$ cat config.mk
export PLATFORM = sky130hd
export DESIGN_NAME = branch_resolver
export DESIGN_NICKNAME = d
export VERILOG_FILES = /design/src/rtl/branch_pkg.sv /design/src/rtl/pred_fifo.sv /design/src/rtl/branch_resolver.sv
export SDC_FILE = /design/constraint.sdc
export NUM_CORES = 1
export LEC_CHECK = 0
export CORE_MARGIN = 2
export CORE_UTILIZATION = 45
export CTS_BUF_LIST = sky130_fd_sc_hd__clkbuf_2
export DETAILED_ROUTE_END_ITERATION = 10
export PLACE_DENSITY = 0.79
export SLEW_MARGIN = 20
export SYNTH_ARGS = -nofsm -noshare
export SYNTH_HDL_FRONTEND = slang
export SYNTH_SLANG_ARGS = --single-unit
$ cat constraint.sdc
create_clock -name clk -period 2.7 [get_ports clk]
set_input_delay 0.405 -clock clk [delete_from_list [all_inputs] [get_ports clk]]
set_output_delay 0.405 -clock clk [all_outputs]
set_load 0.01 [all_outputs]
$ cat src/rtl/branch_pkg.sv
// Shared types and defaults for the branch resolver: FSM state encoding,
// default sizing, and the direction-compare helper.
package branch_pkg;

    localparam int DEPTH_DEF = 4;
    localparam int CNT_W_DEF = 16;

    typedef enum logic [0:0] {
        TRACK = 1'b0,
        FLUSH = 1'b1
    } state_e;

    function automatic logic is_mispredict(input logic predicted, input logic actual);
        return predicted ^ actual;
    endfunction

endpackage

$ cat src/rtl/pred_fifo.sv
// DEPTH x 1-bit circular buffer holding predicted directions, oldest at the
// read pointer. Pointers carry one extra bit so full and empty are distinguishable.
module pred_fifo #(
    parameter int DEPTH = 4,
    localparam int AW = $clog2(DEPTH)
) (
    input  logic          clk_i,
    input  logic          rst_ni,
    input  logic          push_i,
    input  logic          data_i,
    input  logic          pop_i,
    input  logic          clear_i,
    output logic          data_o,
    output logic [AW:0]   count_o,
    output logic          full_o,
    output logic          empty_o
);

    localparam logic [AW:0] PTR_ONE = {{AW{1'b0}}, 1'b1};

    logic [AW:0]      wr_q, wr_d;
    logic [AW:0]      rd_q, rd_d;
    logic [DEPTH-1:0] mem_q;

    // Next pointer values; clear overrides any push or pop in the same cycle.
    always_comb begin
        wr_d = wr_q;
        rd_d = rd_q;
        if (clear_i) begin
            wr_d = '0;
            rd_d = '0;
        end else begin
            if (push_i) begin
                wr_d = wr_q + PTR_ONE;
            end else begin
                wr_d = wr_q;
            end
            if (pop_i) begin
                rd_d = rd_q + PTR_ONE;
            end else begin
                rd_d = rd_q;
            end
        end
    end

    // Pointer and storage registers.
    always_ff @(posedge clk_i or negedge rst_ni) begin
        if (!rst_ni) begin
            wr_q  <= '0;
            rd_q  <= '0;
            mem_q <= '0;
        end else begin
            wr_q <= wr_d;
            rd_q <= rd_d;
            if (push_i && !clear_i) begin
                mem_q[wr_q[AW-1:0]] <= data_i;
            end
        end
    end

    assign data_o  = mem_q[rd_q[AW-1:0]];
    assign count_o = wr_q - rd_q;
    assign full_o  = (wr_q[AW] != rd_q[AW]) && (wr_q[AW-1:0] == rd_q[AW-1:0]);
    assign empty_o = (wr_q == rd_q);

endmodule

$ cat src/rtl/branch_resolver.sv
// Tracks outstanding branch predictions in order, compares them against
// resolved outcomes, and emits predictor updates, flushes and statistics.
module branch_resolver
    import branch_pkg::*;
#(
    parameter int DEPTH = DEPTH_DEF,
    parameter int CNT_W = CNT_W_DEF,
    localparam int AW = $clog2(DEPTH)
) (
    input  logic             clk,
    input  logic             rst_n,
    input  logic             pred_valid,
    input  logic             pred_taken,
    output logic             pred_ready,
    input  logic             resolve_valid,
    input  logic             resolve_taken,
    output logic             upd_valid,
    output logic             upd_taken,
    output logic             flush,
    output logic [AW:0]      occupancy,
    output logic [CNT_W-1:0] mispredict_cnt,
    output logic             underflow_err
);

    state_e           state_q, state_d;
    logic             upd_valid_q, upd_valid_d;
    logic             upd_taken_q, upd_taken_d;
    logic [CNT_W-1:0] cnt_q, cnt_d;
    logic             underflow_q, underflow_d;

    logic             head_s;
    logic [AW:0]      count_s;
    logic             full_s;
    logic             empty_s;
    logic             pop_s;
    logic             mis_s;
    logic             push_s;
    logic             ready_s;
    logic             flush_s;

    pred_fifo #(.DEPTH(DEPTH)) u_fifo (
        .clk_i   (clk),
        .rst_ni  (rst_n),
        .push_i  (push_s),
        .data_i  (pred_taken),
        .pop_i   (pop_s),
        .clear_i (mis_s),
        .data_o  (head_s),
        .count_o (count_s),
        .full_o  (full_s),
        .empty_o (empty_s)
    );

    // FSM outputs: readiness reflects fullness before any same-cycle pop.
    always_comb begin
        ready_s = 1'b0;
        flush_s = 1'b0;
        case (state_q)
            TRACK: begin
                ready_s = !full_s;
                flush_s = 1'b0;
            end
            FLUSH: begin
                ready_s = 1'b0;
                flush_s = 1'b1;
            end
            default: begin
                ready_s = 1'b0;
                flush_s = 1'b0;
            end
        endcase
    end

    // A mispredicting pop empties the buffer and swallows any concurrent push.
    always_comb begin
        pop_s  = resolve_valid && (state_q == TRACK) && !empty_s;
        mis_s  = pop_s && is_mispredict(head_s, resolve_taken);
        push_s = pred_valid && ready_s && !mis_s;
    end

    // FSM next-state.
    always_comb begin
        state_d = state_q;
        case (state_q)
            TRACK: begin
                if (mis_s) begin
                    state_d = FLUSH;
                end else begin
                    state_d = TRACK;
                end
            end
            FLUSH:   state_d = TRACK;
            default: state_d = TRACK;
        endcase
    end

    // Update pulse, saturating statistics and sticky underflow next-state.
    always_comb begin
        upd_valid_d = pop_s;
        upd_taken_d = resolve_taken;
        if (mis_s && (cnt_q != {CNT_W{1'b1}})) begin
            cnt_d = cnt_q + {{(CNT_W-1){1'b0}}, 1'b1};
        end else begin
            cnt_d = cnt_q;
        end
        underflow_d = underflow_q | (resolve_valid & ~pop_s);
    end

    // State register.
    always_ff @(posedge clk or negedge rst_n) begin
        if (!rst_n) begin
            state_q     <= TRACK;
            upd_valid_q <= 1'b0;
            upd_taken_q <= 1'b0;
            cnt_q       <= '0;
            underflow_q <= 1'b0;
        end else begin
            state_q     <= state_d;
            upd_valid_q <= upd_valid_d;
            upd_taken_q <= upd_taken_d;
            cnt_q       <= cnt_d;
            underflow_q <= underflow_d;
        end
    end

    assign pred_ready     = ready_s;
    assign flush          = flush_s;
    assign upd_valid      = upd_valid_q;
    assign upd_taken      = upd_taken_q;
    assign occupancy      = count_s;
    assign mispredict_cnt = cnt_q;
    assign underflow_err  = underflow_q;

endmodule

Word level (Yosys, flattened, before mapping)
Index checks and enable logic that the tools add are counted.
{"block": "totals", "n_memories": 0, "register_bits": 30, "latch_bits": 0, "romBits": 0, "input_bits": 6, "out_inout_bits": 24, "ramBits": 0}
{"block": "classes", "n_div": 0, "n_mul": 0, "magnitude_cmp": 3, "shift": 0, "bitwise": 5, "muxes": 13, "n_eq_ne": 4, "reduce_logical": 14, "add_sub_neg": 4}
{"operator": "16-bit by 1-bit adder with 16-bit output (second input constant)", "count": 1}
{"operator": "16-bit != test (second input constant)", "count": 1}
{"operator": "3-bit two-way mux", "count": 4}
{"operator": "1-bit logical AND", "count": 9}
{"operator": "3-bit by 1-bit adder with 3-bit output (second input constant)", "count": 2}
{"operator": "2-bit by 3-bit less-than comparator with 1-bit output (second input constant)", "count": 2}
{"operator": "1-bit case mux with 2 select lines", "count": 3}
{"operator": "4-bit bitwise mux", "count": 1}
{"operator": "2-bit nonzero test", "count": 2}
{"operator": "3-bit equality test", "count": 1}
{"operator": "1-bit logical NOT", "count": 3}
{"operator": "1-bit two-way mux", "count": 3}
{"operator": "3-bit subtractor", "count": 1}
{"operator": "1-bit binary-select mux with 2-bit select", "count": 1}
{"operator": "1-bit demux with 2-bit select", "count": 1}
{"operator": "2-bit equality test", "count": 1}
{"operator": "2-bit by 1-bit >= comparator with 1-bit output (second input constant)", "count": 1}
{"operator": "1-bit NOT", "count": 2}
{"operator": "1-bit bitwise AND", "count": 1}
{"operator": "1-bit != test", "count": 1}
{"operator": "1-bit bitwise OR", "count": 1}
{"operator": "1-bit bitwise XOR", "count": 1}

Longest topological paths before layout
Gate-level depths: netlist of the first run.
{"block": "depth", "word_depth": 8, "ltp_mapped": 8, "mapped_depth_nobuf": 8}

By module
From an unflattened synthesis of the first run, not the netlist that was laid out.
{"block": "unflattened", "hier_cells": 139, "area_unflattened_um2": 1635.3}
{"module": "branch_resolver", "n_inst": 1, "area_per_inst_um2": 1013.5, "cells_each": 86}
{"module": "pred_fifo", "n_inst": 1, "area_per_inst_um2": 621.8, "cells_each": 53}

Least setup slack after synthesis of the first run
No wires, ideal clock.
{"block": "synth_path", "path_kind": "register to register", "from": "register u_fifo.rd_q[0]", "to": "register u_fifo.mem_q[3]", "required_time_ns": 2.575, "arrival_time_ns": 2.116, "synth_period_minus_slack_ns": 2.241, "setup_time_ns": 0.125, "path_stages_with_launch": 7, "path_slack_ns": 0.459, "path_cell_list": "dfrtp_1 ha_1 and2_1 a211oi_1 nand2_1 nor2_1 mux2_2"}
{"block": "synth_via", "elab_chain_len": 7}
{"item": "start, declared", "line_no": "pred_fifo.sv:22", "source": "logic [AW:0] rd_q, rd_d;"}
{"item": "start signal, assigned", "line_no": "pred_fifo.sv:54", "source": "rd_q <= rd_d;"}
{"item": "1-bit binary-select mux with 2-bit select (tied with other cells)", "line_no": "pred_fifo.sv:61", "source": "assign data_o = mem_q[rd_q[AW-1:0]];"}
{"item": "1-bit two-way mux (not written as such) (tied with other cells)", "line_no": "pred_fifo.sv:61"}
{"item": "1-bit bitwise XOR (tied with other cells)", "line_no": "branch_pkg.sv:14", "source": "return predicted ^ actual;"}
{"item": "1-bit logical AND or 1-bit case mux with 2 select lines (tied branches)", "line_no": "branch_resolver.sv:77, branch_resolver.sv:58"}
{"item": "1-bit logical NOT or 1-bit logical AND (tied branches)", "line_no": "pred_fifo.sv:55, branch_resolver.sv:78"}
{"item": "1-bit logical AND", "line_no": "branch_resolver.sv:78", "source": "push_s = pred_valid && ready_s && !mis_s;"}
{"item": "1-bit logical AND *", "line_no": "pred_fifo.sv:55", "source": "if (push_i && !clear_i) begin"}
{"item": "end signal, assigned by index", "line_no": "pred_fifo.sv:56", "source": "mem_q[wr_q[AW-1:0]] <= data_i;"}
{"item": "end, declared", "line_no": "pred_fifo.sv:23", "source": "logic [DEPTH-1:0] mem_q;"}
Mark *: on every way between the ends. The rest lies on a longest branch, timed or not. The select of a mux whose other input is x is not followed.
A chain may end at the register's enable or synchronous reset.

Final worst setup path of the first run
{"block": "layout_path", "from": "register u_fifo.rd_q[1]", "to": "output pred_ready"}
{"block": "layout_via", "elab_chain_len": 4}
{"item": "2-bit equality test", "line_no": "pred_fifo.sv:63", "source": "assign full_o = (wr_q[AW] != rd_q[AW]) && (wr_q[AW-1:0] == rd_q[AW-1:0]);"}
{"item": "1-bit logical AND", "line_no": "pred_fifo.sv:63"}
{"item": "1-bit logical NOT", "line_no": "branch_resolver.sv:60", "source": "ready_s = !full_s;"}
{"item": "1-bit case mux with 2 select lines", "line_no": "branch_resolver.sv:58", "source": "case (state_q)"}
{"item": "end, declared", "line_no": "branch_resolver.sv:14", "source": "output logic pred_ready,"}
No other way between the ends.

==> impl_metrics.py, run 1 <==
metrics = {
    "die": {
        "core_mm2": 0.00334,
        "die-width_um": 62.9,
        "pin_count": 30,
        "die_h_um": 62.9,
        "start_util_pct": 46.7,
        "die-area_mm2": 0.00395,
        "num_rows": 21,
    },
    "timing": {
        "fin_crit_ps": 2540,
        "maxSlewHeadroom_pct": 57.9,
        "fin_setup_tns_ps": 0,
        "final_hold_viol_count": 0,
        "fin_crit_sh_pct": 93.9,
        "drv_slew": 0,
        "rsz0062_at_grt": "false",
        "hold_slack_ps": 384,
        "worst_pin_slew_ps": 630,
        "max_freq_mhz": 394,
        "skew_ps": 28.8,
        "layout_setup_ws_ps": 164,
        "setup_viol": 0,
    },
    "cells_and_area": {
        "drive_gt1_share_pct": 14.6,
        "stdcell_count": 224,
        "finish.utilization_pct": 60.5,
        "synthToLayoutAreaGrowth_pct": 29.5,
        "diodes": 0,
        "layout.nets": 192,
    },
    "worst_setup_path": {
        "cp.required_ps": 2300,
        "critPathKind": "flop to output pin",
        "cp-end-kind": "output pin",
        "crit_buf_inv": 2,
        "crit_path_start_kind": "flop",
        "crit_path_max_incr_delay_ps": 540,
        "slowest_stage": "clkdlybuf4s50_1",
        "crit_chain": "inv_1 > ha_1 > and2_1 > a21oi_1 > clkdlybuf4s50_1",
        "crit_family": "buffers and inverters",
        "critPathMaxFanout": 5,
        "crit_arrival_ps": 2130,
    },
    "yosys": {
        "syn_area_mm2": 0.00156,
        "synth-seq-area-share_pct": 48.2,
        "avgSynthCellArea_um2": 11.3,
        "ys_seq_elements": 30,
        "synthAdderAreaFrac_pct": 7.70,
        "synth_top_family_by_area": "simple AND/OR/NAND/NOR gates",
        "synthXorXnorAreaFrac_pct": 14.0,
        "synth-simple-area-share_pct": 15.3,
        "synth_compound_gate_area_share_pct": 5.14,
        "yosys-top-cells-area": "dfrtp_1 48%, xnor2_1 10%, ha_1 6.4%, mux2_2 3.6%, nand4_1 3.2%",
        "synth_area_leader_cell": "dfrtp_1",
        "yosysUniqueCellTypes": 29,
        "syn-num-nets": 153,
        "yosysWarnings": 0,
        "synth.top_cell.area_share_pct": 48.2,
        "syn_inst": 138,
        "synthMuxAreaShare_pct": 6.34,
    },
    "route": {
        "dr_total_vias": 1133,
        "drt_iter0_markers": 33,
        "drc": 0,
        "first_pass_iters": 4,
        "ant_nets": 0,
        "vias_per_cell": 5.06,
        "wl_mm": 3.01,
        "wl_per_cell_um": 13.5,
    },
    "power_and_ir_drop": {
        "vdd_drop_max_uv": 464,
        "powerDensity_mw_per_mm2": 1030,
        "p_leak_uw": 0.000891,
    },
    "place": {
        "pre_cts_ws_ps": 380,
        "gp_congestion": 0.754,
        "numPortBuffers": 29,
        "dp.cells": 214,
        "post-dp-hpwl_mm": 2.22,
    },
    "clock_network": {
        "holdBufCountCts": 0,
        "clock-root-buffer": "clkbuf_2",
        "cts_tree": "yes",
        "numCtsBuffers": 5,
        "cts_max_path_buffers": 2,
        "clk_pin_slew_worst_paths_ps": 180,
        "h-tree-depth": 2,
        "clkLatencyLatePin_ps": 380,
        "cts_num_sinks": 30,
    },
    "grt": {
        "grt_pass1_wl_mm": 5.19,
        "grt_max_degree": 31,
        "grt_use_total_pct": 17.3,
        "grt_pass1_vias": 1147,
        "antenna_found_initial": 0,
        "grt_remaining_overflow": 0,
    },
    "job": {
        "drv_cap": 0,
    },
    "worst_hold_path": {
        "hold_path.class": "primary input to asynchronous set/reset pin",
    },
    "outcome": {
        "outcome": "finished, final reports clean",
    },
}
==> timing repair <==
item | in CTS | in global routing
endpoints found under the setup margin | 0 | 2
gates resized for setup | 0 | 2
buffers inserted | 0 | 2
==> path summary, 6_finish.rpt <==
kind / startpoint / end / slack, ps / cells after the start
worst max-delay path: u_fifo.rd_q[1]$_DFFE_PN0P_ / pred_ready / 160 / 5
max in group asynchronous: rst_n / underflow_err$_DFF_PN0_ / 2010 / 2
worst min register to register: underflow_err$_DFF_PN0_ / underflow_err$_DFF_PN0_ / 480 / 1
worst max register to register: u_fifo.rd_q[0]$_DFFE_PN0P_ / mispredict_cnt[1]$_DFFE_PN0P_ / 430 / 4
worst min-delay path: rst_n / upd_taken$_DFF_PN0_ / 380 / 2
min in group clk: underflow_err$_DFF_PN0_ / underflow_err$_DFF_PN0_ / 480 / 1
==> cell type report <==
| class | count | area, um^2 |
|---|---|---|
| repair buffers | 33 | 323 |
| clock inverters | 3 | 63.8 |
| flip-flops and latches | 30 | 752 |
| fillers | 284 | 1320 |
| clock buffers | 5 | 25.0 |
| well taps | 46 | 57.6 |
| inverters | 11 | 41.3 |
| multi-input cells | 96 | 756 |
==> cells in the mapped netlist <==
master    instances
nand4_1           8
a211oi_4          1
fa_1              1
xnor2_2           1
nand3b_1          1
nor2_2            1
mux4_2            1
nand2_1           8
inv_1            11
and3_1            2
and2_1            3
mux2i_1           2
nor4_1            1
a22o_1            1
o21ai_0           2
a21o_1            1
mux2_2            5
a21oi_1           2
o21ai_4           1
nor2_1           11
xor2_1            5
buf_6             1
and3_2            3
dfrtp_1          30
ha_1              8
a211oi_1          1
and2b_2           1
nand3_1           7
xnor2_1          18
==> registers in the layout (all words and copies together), names as in the netlist <==
name / count
state_q: 1
underflow_err: 1
u_fifo.mem_q: 4
u_fifo.wr_q: 3
u_fifo.rd_q: 3
upd_valid: 1
mispredict_cnt: 16
upd_taken: 1
==> per-stage QoR <==
step	total power, uW	cell area, um^2
2_1_floorplan	1310	1560
3_3_place_gp	1630	1910
3_5_place_dp	1680	1910
4_1_cts	2090	2000
5_1_grt	2240	2020
6_report	2080	2020
==> metal layers <==
layer	up-vias	wire length [um]	track usage [%]
met5	-	0	0
met3	5	172	6.31
met4	0	40	6.67
met1	557	1250	19.8
met2	34	1550	29.3
li1	537	-	-
==> cells in the final DEF, fill, tap and decap left out, types with 2 or more instances in the layout <==
cell type / instances
buf_4: 4
nand4_1: 8
dfrtp_1: 29
nand3_1: 7
xor2_1: 5
nor2_1: 11
clkbuf_2: 5
and3_1: 2
and2_1: 3
mux2_2: 5
a21oi_1: 2
mux2i_1: 2
ha_1: 8
o21ai_0: 2
nand2_1: 8
xnor2_1: 18
and3_2: 3
bufinv_16: 2
clkdlybuf4s50_1: 28
inv_1: 11
==> kinds of logic (layout without fill, tap and decap cells) <==
| logic type | Yosys count | after routing |
|---|---|---|
| AND/OR/NAND/NOR | 46 | 46 |
| flip-flops | 30 | 30 |
| XOR/XNOR | 24 | 24 |
| buffers and inverters | 12 | 52 |
| adder cells (fa/ha/maj) | 9 | 9 |
| AO/OA/AOI/OAI | 9 | 9 |
| multiplexers | 8 | 8 |
==> report_power, final <==
group | switching [uW] | total, uW | internal, uW
logic | 469 | 974 | 504
registers | 126 | 696 | 570
clock network | 164 | 411 | 247
total | 759 | 2080 | 1320
Power figures use the tool's default switching activity.
==> inputs of run 2 (changes only) <==
Settings changed: ABC_AREA set to 1, PLACE_DENSITY 0.79 to 0.77.
==> impl_metrics.py, run 2 <==
metrics = {
    "outcome": {
        "outcome": "finished, final reports clean",
    },
    "place": {
        "dp.cells": 305,
        "post_dp_cell_area_mm2": 0.00214,
        "gp_congestion": 0.910,
        "pre_cts_ws_ps": 562,
        "post-dp-hpwl_mm": 2.68,
        "numPortBuffers": 29,
    },
    "timing": {
        "hold_slack_ps": 377,
        "max_freq_mhz": 390,
        "skew_ps": 11.4,
        "layout_setup_ws_ps": 137,
        "setup_viol": 0,
        "fin_crit_ps": 2560,
        "final_hold_viol_count": 0,
        "worst_pin_slew_ps": 373,
        "rsz0062_at_grt": "false",
        "fin_setup_tns_ps": 0,
        "fin_crit_sh_pct": 94.9,
        "maxSlewHeadroom_pct": 75.1,
        "drv_slew": 0,
    },
    "grt": {
        "grt_remaining_overflow": 0,
        "antenna_found_initial": 0,
        "grt_max_degree": 31,
        "grt_pass1_wl_mm": 6.18,
        "grt_use_total_pct": 18.5,
        "grt_pass1_vias": 1435,
    },
    "die": {
        "die-area_mm2": 0.00454,
        "core_mm2": 0.00394,
        "start_util_pct": 45.9,
        "num_rows": 23,
        "die-width_um": 67.4,
        "die_h_um": 67.4,
        "pin_count": 30,
    },
    "route": {
        "vias_per_cell": 4.88,
        "drc": 0,
        "wl_mm": 3.73,
        "dr_total_vias": 1532,
        "wl_per_cell_um": 11.9,
        "ant_nets": 0,
        "drt_iter0_markers": 54,
        "first_pass_iters": 4,
    },
    "cells_and_area": {
        "synthToLayoutAreaGrowth_pct": 23.4,
        "final_common_cell": "nand2_1",
        "drive_gt1_share_pct": 7.20,
        "largest_reg_flops": 16,
        "stdcell_count": 314,
        "most-common-layout-cells": "79 x nand2_1, 35 x nand3_1, 30 x dfrtp_1, 29 x clkdlybuf4s50_1, 19 x inv_1",
        "diodes": 0,
        "stdcell_area_mm2": 0.00223,
        "layout.nets": 278,
    },
    "yosys": {
        "yosysMostFrequentCell": "nand2_1",
        "synth.top_cell.area_share_pct": 41.5,
        "ys_seq_elements": 30,
        "ys_dominant_reg_cell": "dfrtp_1",
        "yosysUniqueCellTypes": 24,
        "yosys-top-cells-area": "dfrtp_1 41%, nand2_1 16%, nand3_1 9.7%, ha_1 5.5%, xnor2_1 4.4%",
        "syn_inst": 229,
        "synth_compound_gate_area_share_pct": 2.97,
        "synth_top_family_by_area": "simple AND/OR/NAND/NOR gates",
        "synthXorXnorAreaFrac_pct": 6.78,
        "async_reset_ff_share_pct": 100,
        "synth-seq-area-share_pct": 41.5,
        "synth_area_leader_cell": "dfrtp_1",
        "synth_edf_count": 0,
        "synthAdderAreaFrac_pct": 6.64,
        "yosysWarnings": 0,
        "synthMuxAreaShare_pct": 0,
        "synth-simple-area-share_pct": 35.5,
        "avgSynthCellArea_um2": 7.90,
        "syn-num-nets": 244,
        "syn_area_mm2": 0.00181,
        "synth.top_cells.by_count": "79 x nand2_1, 35 x nand3_1, 30 x dfrtp_1, 19 x inv_1, 17 x nor2_1",
    },
    "clock_network": {
        "clock-root-buffer": "clkbuf_2",
        "cts_tree": "yes",
        "cts_num_sinks": 30,
        "cts_resized": 0,
        "h-tree-depth": 2,
        "cts_max_path_buffers": 2,
        "numCtsBuffers": 5,
        "holdBufCountCts": 0,
        "clkLatencyLatePin_ps": 380,
        "post_cts_buffers": 0,
        "clk_pin_slew_worst_paths_ps": 170,
    },
    "job": {
        "drv_cap": 0,
    },
    "worst_setup_path": {
        "timing.rr.end": "mispredict_cnt[8]$_DFFE_PN0P_",
        "critPathKind": "flop to output pin",
        "reg2reg_depth": 10,
        "crit_path_start_kind": "flop",
        "r2r-start": "u_fifo.wr_q[0]$_DFFE_PN0P_",
        "crit_arrival_ps": 2160,
        "cp-end-kind": "output pin",
        "cp.required_ps": 2300,
        "r2r_setup_slack_ps": 650,
        "critPathMaxFanout": 5,
    },
    "power_and_ir_drop": {
        "p_clk_share_pct": 20.9,
        "swShare_pct": 40.1,
        "vdd_drop_max_uv": 424,
        "p_int_uw": 1190,
        "pwr-share-comb_pct": 46.2,
        "power_switching_uw": 799,
        "pwr-share-seq_pct": 32.9,
        "p_leak_uw": 0.00109,
        "powerDensity_mw_per_mm2": 893,
    },
    "worst_hold_path": {
        "hold_path.class": "primary input to asynchronous set/reset pin",
    },
}
run 2: cell count changes in the layout (fill, tap and decap cells not counted), sizes merged, moves of 3 or more:
cell | previous run | this run
mux2 | 5 | 0
nor2 | 12 | 18
nand4 | 8 | 4
inv | 11 | 21
o21ai | 3 | 6
and2 | 3 | 0
xnor2 | 19 | 9
and3 | 5 | 0
nand3 | 7 | 37
nand2 | 8 | 81
run 2: metrics by stage:
stage | total power (uW) | util, %
floorplan | 1280 | -
global placement | 1560 | 54.2
detailed placement | 1590 | 54.2
CTS | 2010 | 56.5
global route | 2160 | 56.6
finish | 1990 | 56.6
run 2: cell families after synthesis:
group,Yosys count
AND/OR/NAND/NOR,142
flip-flops,30
buffers and inverters,26
XOR/XNOR,14
adder cells (fa/ha/maj),9
AO/OA/AOI/OAI,8
run 2: worst max path at each step:
stage / from / end / slack [ps]
after detailed placement: u_fifo.wr_q[0]$_DFFE_PN0P_ / occupancy[2] / 560
final: u_fifo.wr_q[0]$_DFFE_PN0P_ / occupancy[2] / 140
after global placement: u_fifo.wr_q[0]$_DFFE_PN0P_ / occupancy[2] / 580
after global routing: u_fifo.wr_q[0]$_DFFE_PN0P_ / occupancy[2] / 6
after floorplan: u_fifo.wr_q[0]$_DFFE_PN0P_ / mispredict_cnt[10]$_DFFE_PN0P_ / 980
after CTS: u_fifo.wr_q[0]$_DFFE_PN0P_ / occupancy[2] / 110
run 2: power groups by stage:
| stage | logic (uW) | clock network [uW] | registers, uW |
|---|---|---|---|
| after global routing | 1050 | 444 | 672 |
| final | 922 | 416 | 656 |
| after detailed placement | 926 | 0 | 666 |
| after CTS | 927 | 425 | 657 |
| after floorplan | 612 | 0 | 664 |
| after global placement | 902 | 0 | 663 |
run 2: area by class of cell:
cell class / count / area [um^2]
clock buffers: 5 / 25.0
inverters: 22 / 87.6
repair buffers: 31 / 305
flip-flops and latches: 30 / 751
clock inverters: 3 / 63.8
multi-input cells: 173 / 938
well taps: 50 / 62.6
fillers: 369 / 1710
run 2: routing by layer:
metal / GRT usage [%] / share of wire, % / up-vias
met5: 0 / 0 / -
met4: 8.42 / 1.5 / 0
met3: 4.50 / 3.8 / 7
met2: 32.9 / 49 / 34
met1: 20.9 / 45 / 697
li1: - / - / 794
run 2: worst max-delay path: stages (launching register included):
cell,delay [ps]
dfrtp_1,400
inv_1,100
ha_1,210
fa_1,380
xor2_1,150
clkdlybuf4s50_1,540
==> inputs of run 3 (changes only) <==
Settings changed: CELL_PAD_IN_SITES_DETAIL_PLACEMENT set to 1, CELL_PAD_IN_SITES_GLOBAL_PLACEMENT set to 1, CORE_ASPECT_RATIO set to 1.5, CORE_UTILIZATION 45 to 40, PLACE_DENSITY 0.77 to 0.89.
==> impl_metrics.py, run 3 (synthesis gave the netlist of run 2 again) <==
metrics = {
    "route": {
        "dr_total_vias": 1608,
        "first_pass_iters": 7,
        "wl_mm": 4.47,
        "wl_per_cell_um": 14.4,
        "drt_iter0_markers": 45,
        "ant_nets": 0,
        "drc": 3,
        "vias_per_cell": 5.17,
    },
    "timing": {
        "maxSlewHeadroom_pct": 73.1,
        "fin_crit_ps": 2550,
        "worst_pin_slew_ps": 404,
        "skew_ps": 21.2,
        "final_hold_viol_count": 0,
        "max_freq_mhz": 392,
        "drv_slew": 0,
        "setup_viol": 0,
        "rsz0062_at_grt": "false",
        "fin_crit_sh_pct": 94.4,
        "fin_setup_tns_ps": 0,
    },
    "worst_setup_path": {
        "cp.required_ps": 2300,
        "reg2reg_depth": 10,
        "crit_family": "buffers and inverters",
        "crit_path_start_kind": "flop",
        "crit_chain": "inv_1 > ha_1 > fa_1 > inv_1 > clkdlybuf4s50_1",
        "cp_common_cell": "inv_1",
        "critPathMaxFanout": 5,
        "cp-end-kind": "output pin",
        "crit_arrival_ps": 2140,
        "slowest_stage": "clkdlybuf4s50_1",
        "critPathKind": "flop to output pin",
        "crit_buf_inv": 3,
        "critical_path_cell_count": 5,
        "crit_path_max_incr_delay_ps": 520,
    },
    "cells_and_area": {
        "drive_gt1_share_pct": 7.22,
        "largest_reg_flops": 16,
        "diodes": 0,
        "synthToLayoutAreaGrowth_pct": 21.7,
        "final_common_cell": "nand2_1",
        "multi_input_area_um2": 938,
        "most-common-layout-cells": "79 x nand2_1, 35 x nand3_1, 30 x dfrtp_1, 28 x clkdlybuf4s50_1, 19 x inv_1",
        "stdcell_count": 311,
        "sequential_cell_area_um2": 751,
        "layout.nets": 277,
        "fillCellCount": 554,
    },
    "grt": {
        "grt_pass1_wl_mm": 7.45,
        "grt_pass1_vias": 1748,
        "antenna_found_initial": 0,
        "grt_remaining_overflow": 0,
        "grt_use_total_pct": 19.1,
        "grt_max_degree": 31,
    },
    "place": {
        "dp.cells": 303,
        "post-dp-hpwl_mm": 3.41,
        "gp_congestion": 0.832,
        "numPortBuffers": 29,
    },
    "clock_network": {
        "holdBufCountCts": 0,
        "clock-root-buffer": "clkbuf_2",
        "post_cts_buffers": 0,
        "cts_num_sinks": 30,
        "cts_tree": "yes",
        "clk_pin_slew_worst_paths_ps": 190,
        "clkLatencyLatePin_ps": 370,
        "numCtsBuffers": 5,
        "h-tree-depth": 2,
        "cts_resized": 0,
        "cts_max_path_buffers": 2,
    },
    "power_and_ir_drop": {
        "p_leak_uw": 0.00109,
        "vdd_drop_max_uv": 383,
        "powerDensity_mw_per_mm2": 877,
    },
    "die": {
        "die-width_um": 58.9,
        "core_mm2": 0.00443,
        "pin_count": 30,
        "die-area_mm2": 0.00509,
        "start_util_pct": 40.8,
        "num_rows": 30,
        "die_h_um": 86.4,
    },
    "outcome": {
        "violations": "design-rule violations",
        "outcome": "complete, but fails checks",
    },
    "worst_hold_path": {
        "hold_path.class": "primary input to asynchronous set/reset pin",
    },
    "job": {
        "drv_cap": 0,
    },
}
run 3: cell count changes in the layout (fill, tap and decap cells not counted), sizes merged:
| cell | before | now |
|---|---|---|
| buf | 2 | 1 |
| bufinv | 2 | 1 |
| clkdlybuf4s50 | 29 | 28 |
| clkinv | 2 | 3 |
| dlymetal6s2s | 0 | 1 |
run 3: report_power, final:
part           switching [uW]  total, uW  internal (uW)
Combinational             560        946            386
Sequential                105        659            554
Clock                     173        327            154
run 3: layout make-up:
cell class / instances / share of cell area [%]
Sequential cell: 30 / 34.1
Inverter: 22 / 3.98
Timing Repair Buffer: 30 / 13.6
Clock inverter: 3 / 1.82
Multi-Input combinational cell: 173 / 42.6
Clock buffer: 5 / 1.14
Tap cell: 48 / 2.73
run 3: layer usage:
layer / global-route usage, % / part of all wire, % / vias up
met5: 0 / 0 / -
met4: 5.79 / 1.1 / 0
met3: 3.28 / 3.4 / 4
li1: - / - / 789
met1: 19.4 / 39 / 789
met2: 37.7 / 57 / 26
run 3: final timing paths:
path                       slack [ps]                       start                              to
max reg2reg                       570  u_fifo.rd_q[1]$_DFFE_PN0P_  mispredict_cnt[13]$_DFFE_PN0P_
max                               150  u_fifo.wr_q[0]$_DFFE_PN0P_                    occupancy[1]
min in group clk                  490     underflow_err$_DFF_PN0_         underflow_err$_DFF_PN0_
max in group asynchronous        1990                       rst_n   mispredict_cnt[1]$_DFFE_PN0P_
min                               400                       rst_n  mispredict_cnt[12]$_DFFE_PN0P_
min reg2reg                       490     underflow_err$_DFF_PN0_         underflow_err$_DFF_PN0_
run 3: through the flow:
step / utilization (%) / power [uW] / cell area, um^2 / setup slack (ps) / hold WS, ps
5_1_grt: 49.7 / 2090 / 2200 / 23.8 / 411
3_5_place_dp: 48.2 / 1640 / 2130 / 493 / 460
2_1_floorplan: - / 1280 / 1810 / 985 / 109
3_3_place_gp: 48.2 / 1590 / 2130 / 581 / 446
4_1_cts: 49.7 / 1970 / 2200 / 46.7 / 399
6_report: 49.7 / 1930 / 2200 / 151 / 404
